==> config.mk <==
export PLATFORM = sky130hd
export DESIGN_NAME = ripple_carry_adder
export DESIGN_NICKNAME = d
export VERILOG_FILES = /design/src/rtl/rca_pkg.sv /design/src/rtl/ripple_carry_adder_full_adder.sv /design/src/rtl/ripple_carry_adder.sv
export SDC_FILE = /design/constraint.sdc
export NUM_CORES = 1
export LEC_CHECK = 0
export BUFFER_PORTS_ARGS = -buffer_cell sky130_fd_sc_hd__clkbuf_2
export CORE_MARGIN = 10
export CORE_UTILIZATION = 36
export CTS_BUF_LIST = sky130_fd_sc_hd__clkbuf_16
export CTS_CLUSTER_SIZE = 12
export DETAILED_ROUTE_END_ITERATION = 7
export PLACE_DENSITY_LB_ADDON = 0.1
export SYNTH_ARGS = -nofsm -noshare
export SYNTH_HDL_FRONTEND = slang
export SYNTH_HIERARCHICAL = 1
export SYNTH_SLANG_ARGS = --single-unit
==> constraint.sdc <==
create_clock -name clk -period 17.04 [get_ports clk]
set_input_delay 1.704 -clock clk [delete_from_list [all_inputs] [get_ports clk]]
set_output_delay 1.704 -clock clk [all_outputs]
set_load 0.1 [all_outputs]
==> src/rtl/rca_pkg.sv <==
// Shared constants and types for the ripple-carry adder datapath.
// Used by ripple_carry_adder and its testbench.
package rca_pkg;

    localparam int RCA_DEFAULT_WIDTH = 32;

    typedef logic [RCA_DEFAULT_WIDTH-1:0] rca_word_t;

endpackage

==> src/rtl/ripple_carry_adder_full_adder.sv <==
// Single-bit full adder cell.
// This cell is one link in the ripple carry chain.
module full_adder (
    input  logic a,
    input  logic b,
    input  logic cin,
    output logic s,
    output logic cout
);

    logic p;

    assign p    = a ^ b;
    assign s    = p ^ cin;
    assign cout = (a & b) | (cin & p);

endmodule

==> src/rtl/ripple_carry_adder.sv <==
// Parameterised ripple-carry adder with a registered output stage.
// Optional signed overflow outputs are enabled by defining RCA_OVERFLOW_EN.
module ripple_carry_adder
    import rca_pkg::*;
#(
    parameter int WIDTH = RCA_DEFAULT_WIDTH
) (
    input  logic             clk,
    input  logic             rst,
    input  logic [WIDTH-1:0] A,
    input  logic [WIDTH-1:0] B,
    input  logic             Cin,
    output logic [WIDTH-1:0] Sum,
    output logic             Cout,
`ifdef RCA_OVERFLOW_EN
    output logic             Overflow,
    output logic             OvfReg,
`endif
    output logic [WIDTH-1:0] SumReg,
    output logic             CoutReg
);

    logic [WIDTH:0] c;

    assign c[0] = Cin;
    assign Cout = c[WIDTH];

    // Strict ripple: each cell's carry feeds the next, no lookahead.
    for (genvar gi = 0; gi < WIDTH; gi++) begin : g_cell
        full_adder u_fa (
            .a    (A[gi]),
            .b    (B[gi]),
            .cin  (c[gi]),
            .s    (Sum[gi]),
            .cout (c[gi+1])
        );
    end

    always_ff @(posedge clk or posedge rst) begin
        if (rst) begin
            SumReg  <= '0;
            CoutReg <= 1'b0;
        end else begin
            SumReg  <= Sum;
            CoutReg <= Cout;
        end
    end

`ifdef RCA_OVERFLOW_EN
    assign Overflow = c[WIDTH] ^ c[WIDTH-1];

    always_ff @(posedge clk or posedge rst) begin
        if (rst) begin
            OvfReg <= 1'b0;
        end else begin
            OvfReg <= Overflow;
        end
    end
`endif

endmodule

; Word level (Yosys, flattened, before mapping)
; Cells that the tools add are included.
[word_totals]
reg_bits = 33
input_bits = 67
out_inout_bits = 66
elab_cells = 162
[classes]
bitwise_logic = 160
[ops]
columns = operator, n
row1 = $and 1x1->1, 64
row2 = $xor 1x1->1, 64
row3 = $or 1x1->1, 32

; Longest topological paths before layout
[depth]
ltp_word = 65
depth_mapped = 32
depth_no_buf = 32

; By module
; Netlist, hierarchy kept.
[by_module_without_submodules]
columns = mod, n_inst, cells_per_inst, area_per_inst_um2, seq_area_each_um2
row1 = ripple_carry_adder, 1, 34, 829.5, 825.8
row2 = full_adder, 32, 1, 20.0, 0.0

; Least setup slack after synthesis
; Ideal clock, no wire load.
[synth_path]
kind = input to output
start = in A[0]
end = out Sum[31]
arrival_ns = 14.664
required_ns = 15.336
slack_ns = 0.672
cell_stages = 32
path_buffers = 0
cell_sequence = fa_1 > fa_1 > fa_1 > fa_1 > fa_1 > fa_1 > fa_1 > fa_1 > fa_1 > fa_1 > fa_1 > fa_1 > fa_1 > fa_1 > fa_1 > fa_1 > fa_1 > fa_1 > fa_1 > fa_1 > fa_1 > fa_1 > fa_1 > fa_1 > fa_1 > fa_1 > fa_1 > fa_1 > fa_1 > fa_1 > fa_1 > fa_1
[synth_between]
elab_chain_len = 64
elab_cells_between_ends = 65
classes_between = bitwise: 65
[synth_rtl]
columns = item, line
row1 = from (decl), ripple_carry_adder.sv:10  ; input logic [WIDTH-1:0] A,
row2 = $xor 1x1->1, ripple_carry_adder_full_adder.sv:13  ; assign p = a ^ b;
row3 = $and 1x1->1, ripple_carry_adder_full_adder.sv:15  ; assign cout = (a & b) | (cin & p);
row4 = $or 1x1->1 *, ripple_carry_adder_full_adder.sv:15
row5 = $and 1x1->1 *, ripple_carry_adder_full_adder.sv:15
row6 = $or 1x1->1 *, ripple_carry_adder_full_adder.sv:15
row7 = via c[2], ripple_carry_adder.sv:23  ; logic [WIDTH:0] c;
row8 = $and 1x1->1 *, ripple_carry_adder_full_adder.sv:15
row9 = $or 1x1->1 *, ripple_carry_adder_full_adder.sv:15
row10 = via c[3], ripple_carry_adder.sv:23
row11 = [2 not listed], n/a
row12 = via c[4], ripple_carry_adder.sv:23
row13 = [2 not listed], n/a
row14 = via c[5], ripple_carry_adder.sv:23
row15 = [2 not listed], n/a
row16 = via c[6], ripple_carry_adder.sv:23
row17 = [2 not listed], n/a
row18 = via c[7], ripple_carry_adder.sv:23
row19 = [2 not listed], n/a
row20 = via c[8], ripple_carry_adder.sv:23
row21 = [2 not listed], n/a
row22 = via c[9], ripple_carry_adder.sv:23
row23 = [2 not listed], n/a
row24 = via c[10], ripple_carry_adder.sv:23
row25 = [2 not listed], n/a
row26 = via c[11], ripple_carry_adder.sv:23
row27 = [2 not listed], n/a
row28 = via c[12], ripple_carry_adder.sv:23
row29 = [2 not listed], n/a
row30 = via c[13], ripple_carry_adder.sv:23
row31 = [2 not listed], n/a
row32 = via c[14], ripple_carry_adder.sv:23
row33 = [2 not listed], n/a
row34 = via c[15], ripple_carry_adder.sv:23
row35 = [2 not listed], n/a
row36 = via c[16], ripple_carry_adder.sv:23
row37 = [2 not listed], n/a
row38 = via c[17], ripple_carry_adder.sv:23
row39 = [2 not listed], n/a
row40 = via c[18], ripple_carry_adder.sv:23
row41 = [2 not listed], n/a
row42 = via c[19], ripple_carry_adder.sv:23
row43 = [2 not listed], n/a
row44 = via c[20], ripple_carry_adder.sv:23
row45 = [2 not listed], n/a
row46 = via c[21], ripple_carry_adder.sv:23
row47 = [2 not listed], n/a
row48 = via c[22], ripple_carry_adder.sv:23
row49 = [2 not listed], n/a
row50 = via c[23], ripple_carry_adder.sv:23
row51 = [2 not listed], n/a
row52 = via c[24], ripple_carry_adder.sv:23
row53 = [2 not listed], n/a
row54 = via c[25], ripple_carry_adder.sv:23
row55 = [2 not listed], n/a
row56 = via c[26], ripple_carry_adder.sv:23
row57 = [2 not listed], n/a
row58 = via c[27], ripple_carry_adder.sv:23
row59 = [2 not listed], n/a
row60 = via c[28], ripple_carry_adder.sv:23
row61 = [2 not listed], n/a
row62 = via c[29], ripple_carry_adder.sv:23
row63 = $and 1x1->1 *, ripple_carry_adder_full_adder.sv:15
row64 = $or 1x1->1 *, ripple_carry_adder_full_adder.sv:15
row65 = via c[30], ripple_carry_adder.sv:23
row66 = $and 1x1->1 *, ripple_carry_adder_full_adder.sv:15
row67 = $or 1x1->1 *, ripple_carry_adder_full_adder.sv:15
row68 = via c[31], ripple_carry_adder.sv:23
row69 = $xor 1x1->1 *, ripple_carry_adder_full_adder.sv:14  ; assign s = p ^ cin;
row70 = to (decl), ripple_carry_adder.sv:13  ; output logic [WIDTH-1:0] Sum,
; The timed path passes the listed nets; every way through them passes the cells marked *.

; Worst setup path in the final report
[layout_path]
start = in A[0]
end = out Cout
[layout_between]
elab_chain_len = 65
elab_cells_between_ends = 66
classes_between = bitwise: 66
[layout_rtl]
columns = item, line
row1 = $xor 1x1->1, ripple_carry_adder_full_adder.sv:13
row2 = $and 1x1->1, ripple_carry_adder_full_adder.sv:15
row3 = $or 1x1->1 *, ripple_carry_adder_full_adder.sv:15
row4 = via c[1], ripple_carry_adder.sv:23
row5 = $and 1x1->1 *, ripple_carry_adder_full_adder.sv:15
row6 = $or 1x1->1 *, ripple_carry_adder_full_adder.sv:15
row7 = via c[2], ripple_carry_adder.sv:23
row8 = $and 1x1->1 *, ripple_carry_adder_full_adder.sv:15
row9 = [1 not listed], n/a
row10 = via c[3], ripple_carry_adder.sv:23
row11 = [2 not listed], n/a
row12 = via c[4], ripple_carry_adder.sv:23
row13 = [2 not listed], n/a
row14 = via c[5], ripple_carry_adder.sv:23
row15 = [2 not listed], n/a
row16 = via c[6], ripple_carry_adder.sv:23
row17 = [2 not listed], n/a
row18 = via c[7], ripple_carry_adder.sv:23
row19 = [2 not listed], n/a
row20 = via c[8], ripple_carry_adder.sv:23
row21 = [2 not listed], n/a
row22 = via c[9], ripple_carry_adder.sv:23
row23 = [2 not listed], n/a
row24 = via c[10], ripple_carry_adder.sv:23
row25 = [2 not listed], n/a
row26 = via c[11], ripple_carry_adder.sv:23
row27 = [2 not listed], n/a
row28 = via c[12], ripple_carry_adder.sv:23
row29 = [2 not listed], n/a
row30 = via c[13], ripple_carry_adder.sv:23
row31 = [2 not listed], n/a
row32 = via c[14], ripple_carry_adder.sv:23
row33 = [2 not listed], n/a
row34 = via c[15], ripple_carry_adder.sv:23
row35 = [2 not listed], n/a
row36 = via c[16], ripple_carry_adder.sv:23
row37 = [2 not listed], n/a
row38 = via c[17], ripple_carry_adder.sv:23
row39 = [2 not listed], n/a
row40 = via c[18], ripple_carry_adder.sv:23
row41 = [2 not listed], n/a
row42 = via c[19], ripple_carry_adder.sv:23
row43 = [2 not listed], n/a
row44 = via c[20], ripple_carry_adder.sv:23
row45 = [2 not listed], n/a
row46 = via c[21], ripple_carry_adder.sv:23
row47 = [2 not listed], n/a
row48 = via c[22], ripple_carry_adder.sv:23
row49 = [2 not listed], n/a
row50 = via c[23], ripple_carry_adder.sv:23
row51 = [2 not listed], n/a
row52 = via c[24], ripple_carry_adder.sv:23
row53 = [2 not listed], n/a
row54 = via c[25], ripple_carry_adder.sv:23
row55 = [2 not listed], n/a
row56 = via c[26], ripple_carry_adder.sv:23
row57 = [2 not listed], n/a
row58 = via c[27], ripple_carry_adder.sv:23
row59 = [2 not listed], n/a
row60 = via c[28], ripple_carry_adder.sv:23
row61 = [2 not listed], n/a
row62 = via c[29], ripple_carry_adder.sv:23
row63 = $and 1x1->1 *, ripple_carry_adder_full_adder.sv:15
row64 = $or 1x1->1 *, ripple_carry_adder_full_adder.sv:15
row65 = via c[30], ripple_carry_adder.sv:23
row66 = $and 1x1->1 *, ripple_carry_adder_full_adder.sv:15
row67 = $or 1x1->1 *, ripple_carry_adder_full_adder.sv:15
row68 = via c[31], ripple_carry_adder.sv:23
row69 = $and 1x1->1 *, ripple_carry_adder_full_adder.sv:15
row70 = $or 1x1->1 *, ripple_carry_adder_full_adder.sv:15
row71 = to (decl), ripple_carry_adder.sv:14  ; output logic Cout,
; Marked as above.

==> impl_summary.log <==
INFO  metric final_max_slew_viol_count = 0
INFO  metric routed_wire_length_per_instance = 17.5 µm
INFO  metric fp.dieW = 83.9 µm
INFO  metric grt_pass1_wl = 7430 µm
INFO  metric clk_transition_reported_paths = 50 ps
INFO  metric cts_buffers = 5
INFO  metric num_io_pins = 133
INFO  metric final_gp_congestion = 0.814
INFO  metric crit_path_top_delay_cell = fa_1
INFO  metric synth.most_common_cell = dfrtp_1
INFO  metric most_numerous_cell_types_in_the_synthesized_netlist = dfrtp_1, fa_1, inv_1
INFO  metric clock_tree.buffer_depth = 2
INFO  metric crit_path_max_incr_delay = 430 ps
INFO  metric die_area = 7040 µm²
INFO  metric worst_ep_arrival_time = 14,900 ps
INFO  metric cts.sinks = 33
INFO  metric die-height = 83.9 µm
INFO  metric yosysSeqAreaShare = 56.2%
INFO  metric start_util = 37.0%
INFO  metric worst-slew-pin-transition = 566 ps
INFO  metric power.leakage = 1.26 nW
INFO  metric timing.setup.critical_path_class = in -> out
INFO  metric count_of_flip_flops_with_a_built_in_enable_after_synthesis = 0
INFO  metric timing.final.hold_violations = 0
INFO  metric hold_slack = 1510 ps
INFO  metric rsz0062_at_grt = false
INFO  metric ys_ff_latch = 33
INFO  metric power.switching = 0.301 mW
INFO  metric avgSynthCellArea = 22.3 µm²
INFO  metric setup_viol = 0
INFO  metric seq_power_share = 20.1%
INFO  metric number_of_placement_rows = 23
INFO  metric peakVddDrop = 91.4 µV
INFO  metric post_synth_inst_count = 66
INFO  metric slew_headroom = 62.4%
INFO  metric p_comb_share = 62.9%
INFO  metric n_diodes = 0
INFO  metric place.port_buffers = 132
INFO  metric design_power_total = 0.485 mW
INFO  metric grt-ovfl-total = 0
INFO  metric timing.critical_path.from_type = input port
INFO  metric fmax = 60.2 MHz
INFO  metric final_core_utilization = 59.3%
INFO  metric detail_route.wirelength = 4510 µm
INFO  metric critPathRequiredTime = 15,340 ps
INFO  metric finalCriticalPeriod = 16,610 ps
INFO  metric n_fill_cell = 339
INFO  metric ctsResizeCount = 0
INFO  metric cts_hold_buf = 0
INFO  metric coreArea = 3970 µm²
INFO  metric deepest_level_of_the_cts_h_tree = 2
INFO  metric first_global_vias = 1,362
INFO  metric drt.antenna.violating_nets = 0
INFO  metric synthFlopType = dfrtp_1
INFO  metric syn-cell-area = 1470 µm²
INFO  metric p_int = 0.184 mW
INFO  metric antenna_violations_before_repair = 0
INFO  metric first_iter_violations = 47
INFO  metric powerDensity = 206 nW/µm²
INFO  metric outcome = finished, final reports clean
INFO  metric timing.max_cap.violations = 0
INFO  metric yosysWarningCount = 6
INFO  metric path_class_of_the_lowest_slack_min_delay_path = in -> async
INFO  metric critPathCaptureType = output pin
INFO  metric hpwl = 4120 µm
INFO  metric asyncSetResetFlopFracSynth = 100%
INFO  metric critical-path-top-cell-by-count = fa_1
INFO  metric synthesis.nets = 165
INFO  metric area_share_of_the_largest_cell_type_after_synthesis = 56.2%
INFO  metric avg_vias_per_cell = 4.30
INFO  metric critical_path_fanouts_max = 2
INFO  metric ctsRootBufferMaster = clkbuf_16
INFO  metric fin_nets = 305
INFO  metric drc = 0
INFO  metric synth_top_cell_by_area = dfrtp_1
INFO  metric synth_cell_types = 3
INFO  metric route.vias.total = 1,105
INFO  metric cts.repair_timing.setup_buffer_count = 0
INFO  metric fin_tns_setup = 0 ps
INFO  metric syn_to_final_growth = 60.2%
INFO  metric layout-drive-gt1-share = 67.6%
INFO  metric detailedRoute.firstPassIterationCount = 2
INFO  metric clock_power_share = 17.0%
INFO  metric synth_top_cells_by_area = dfrtp_1, fa_1, inv_1
INFO  metric sequential_cell_area = 826 µm²
INFO  metric multi_input_area = 641 µm²
INFO  metric netSwitchingFraction = 62.0%
INFO  metric cts_tree = yes
INFO  metric globalRouteTotalUtil = 13.4%
INFO  metric post-route-period-util = 97.4%
INFO  metric grt_max_degree = 34
==> area by class of cell <==
class                           count  area share [%]
Inverter                            1           0.159
Clock inverter                      3           0.584
Multi-Input combinational cell     32            27.2
Sequential cell                    33            35.1
Timing Repair Buffer              133            29.0
Clock buffer                        5            5.31
Tap cell                           50            2.66
==> metal layers <==
| layer | vias up | wire length [µm] | part of all wire (%) | global-route usage, % |
|---|---|---|---|---|
| met5 | - | 0 | 0 | 0 |
| met4 | 0 | 63 | 1.4 | 5.18 |
| met3 | 4 | 491 | 11 | 6.25 |
| met2 | 73 | 2430 | 54 | 22.1 |
| met1 | 547 | 1520 | 34 | 14.6 |
| li1 | 481 | - | - | - |
==> critical path, delay by kind of cell <==
| family | cells | cell delay (ps) |
|---|---|---|
| fa+ha+maj | 32 | 12700 |
| buf+inv | 2 | 480 |
==> metrics by stage <==
step	setup slack, ps	std cells	area [µm²]
floorplan	672	66	1470
global placement	556	249	2220
detailed placement	391	249	2220
CTS	361	257	2350
global route	36.8	257	2350
finish	435	257	2350
==> cells in the final DEF, fill, tap and decap left out <==
master,instances
clkbuf_2,131
buf_12,1
fa_1,32
clkbuf_16,5
inv_1,2
clkinv_2,2
buf_4,1
dfrtp_1,33
==> cell families after synthesis <==
kind of cell	count (synthesis)	synth area share (%)
buffers and inverters	1	0.255
adders and majority gates	32	43.6
DFF	33	56.2
==> path summary, 6_finish.rpt <==
path / start / to / slack [ps] / cells after the start
worst min-delay path: rst / SumReg[11]$_DFF_PP0_ / 1510 / 3
min in group clk: Cin / SumReg[0]$_DFF_PP0_ / 1730 / 2
max in group asynchronous: rst / SumReg[19]$_DFF_PP0_ / 15230 / 3
worst max-delay path: A[0] / Cout / 430 / 34
==> state kept, by name, indices dropped and copies added, names as in the netlist <==
name,count
CoutReg,1
SumReg,32
==> power by group through the flow <==
stage	Combinational (mW)	Clock, mW	Sequential (mW)
finish	0.305	0.0826	0.0975
global route	0.315	0.0908	0.0988
CTS	0.309	0.0868	0.0976
detailed placement	0.308	0	0.0990
global placement	0.305	0	0.0986
floorplan	0.149	0	0.215
Note: power is estimated with default switching activity, not from simulation.
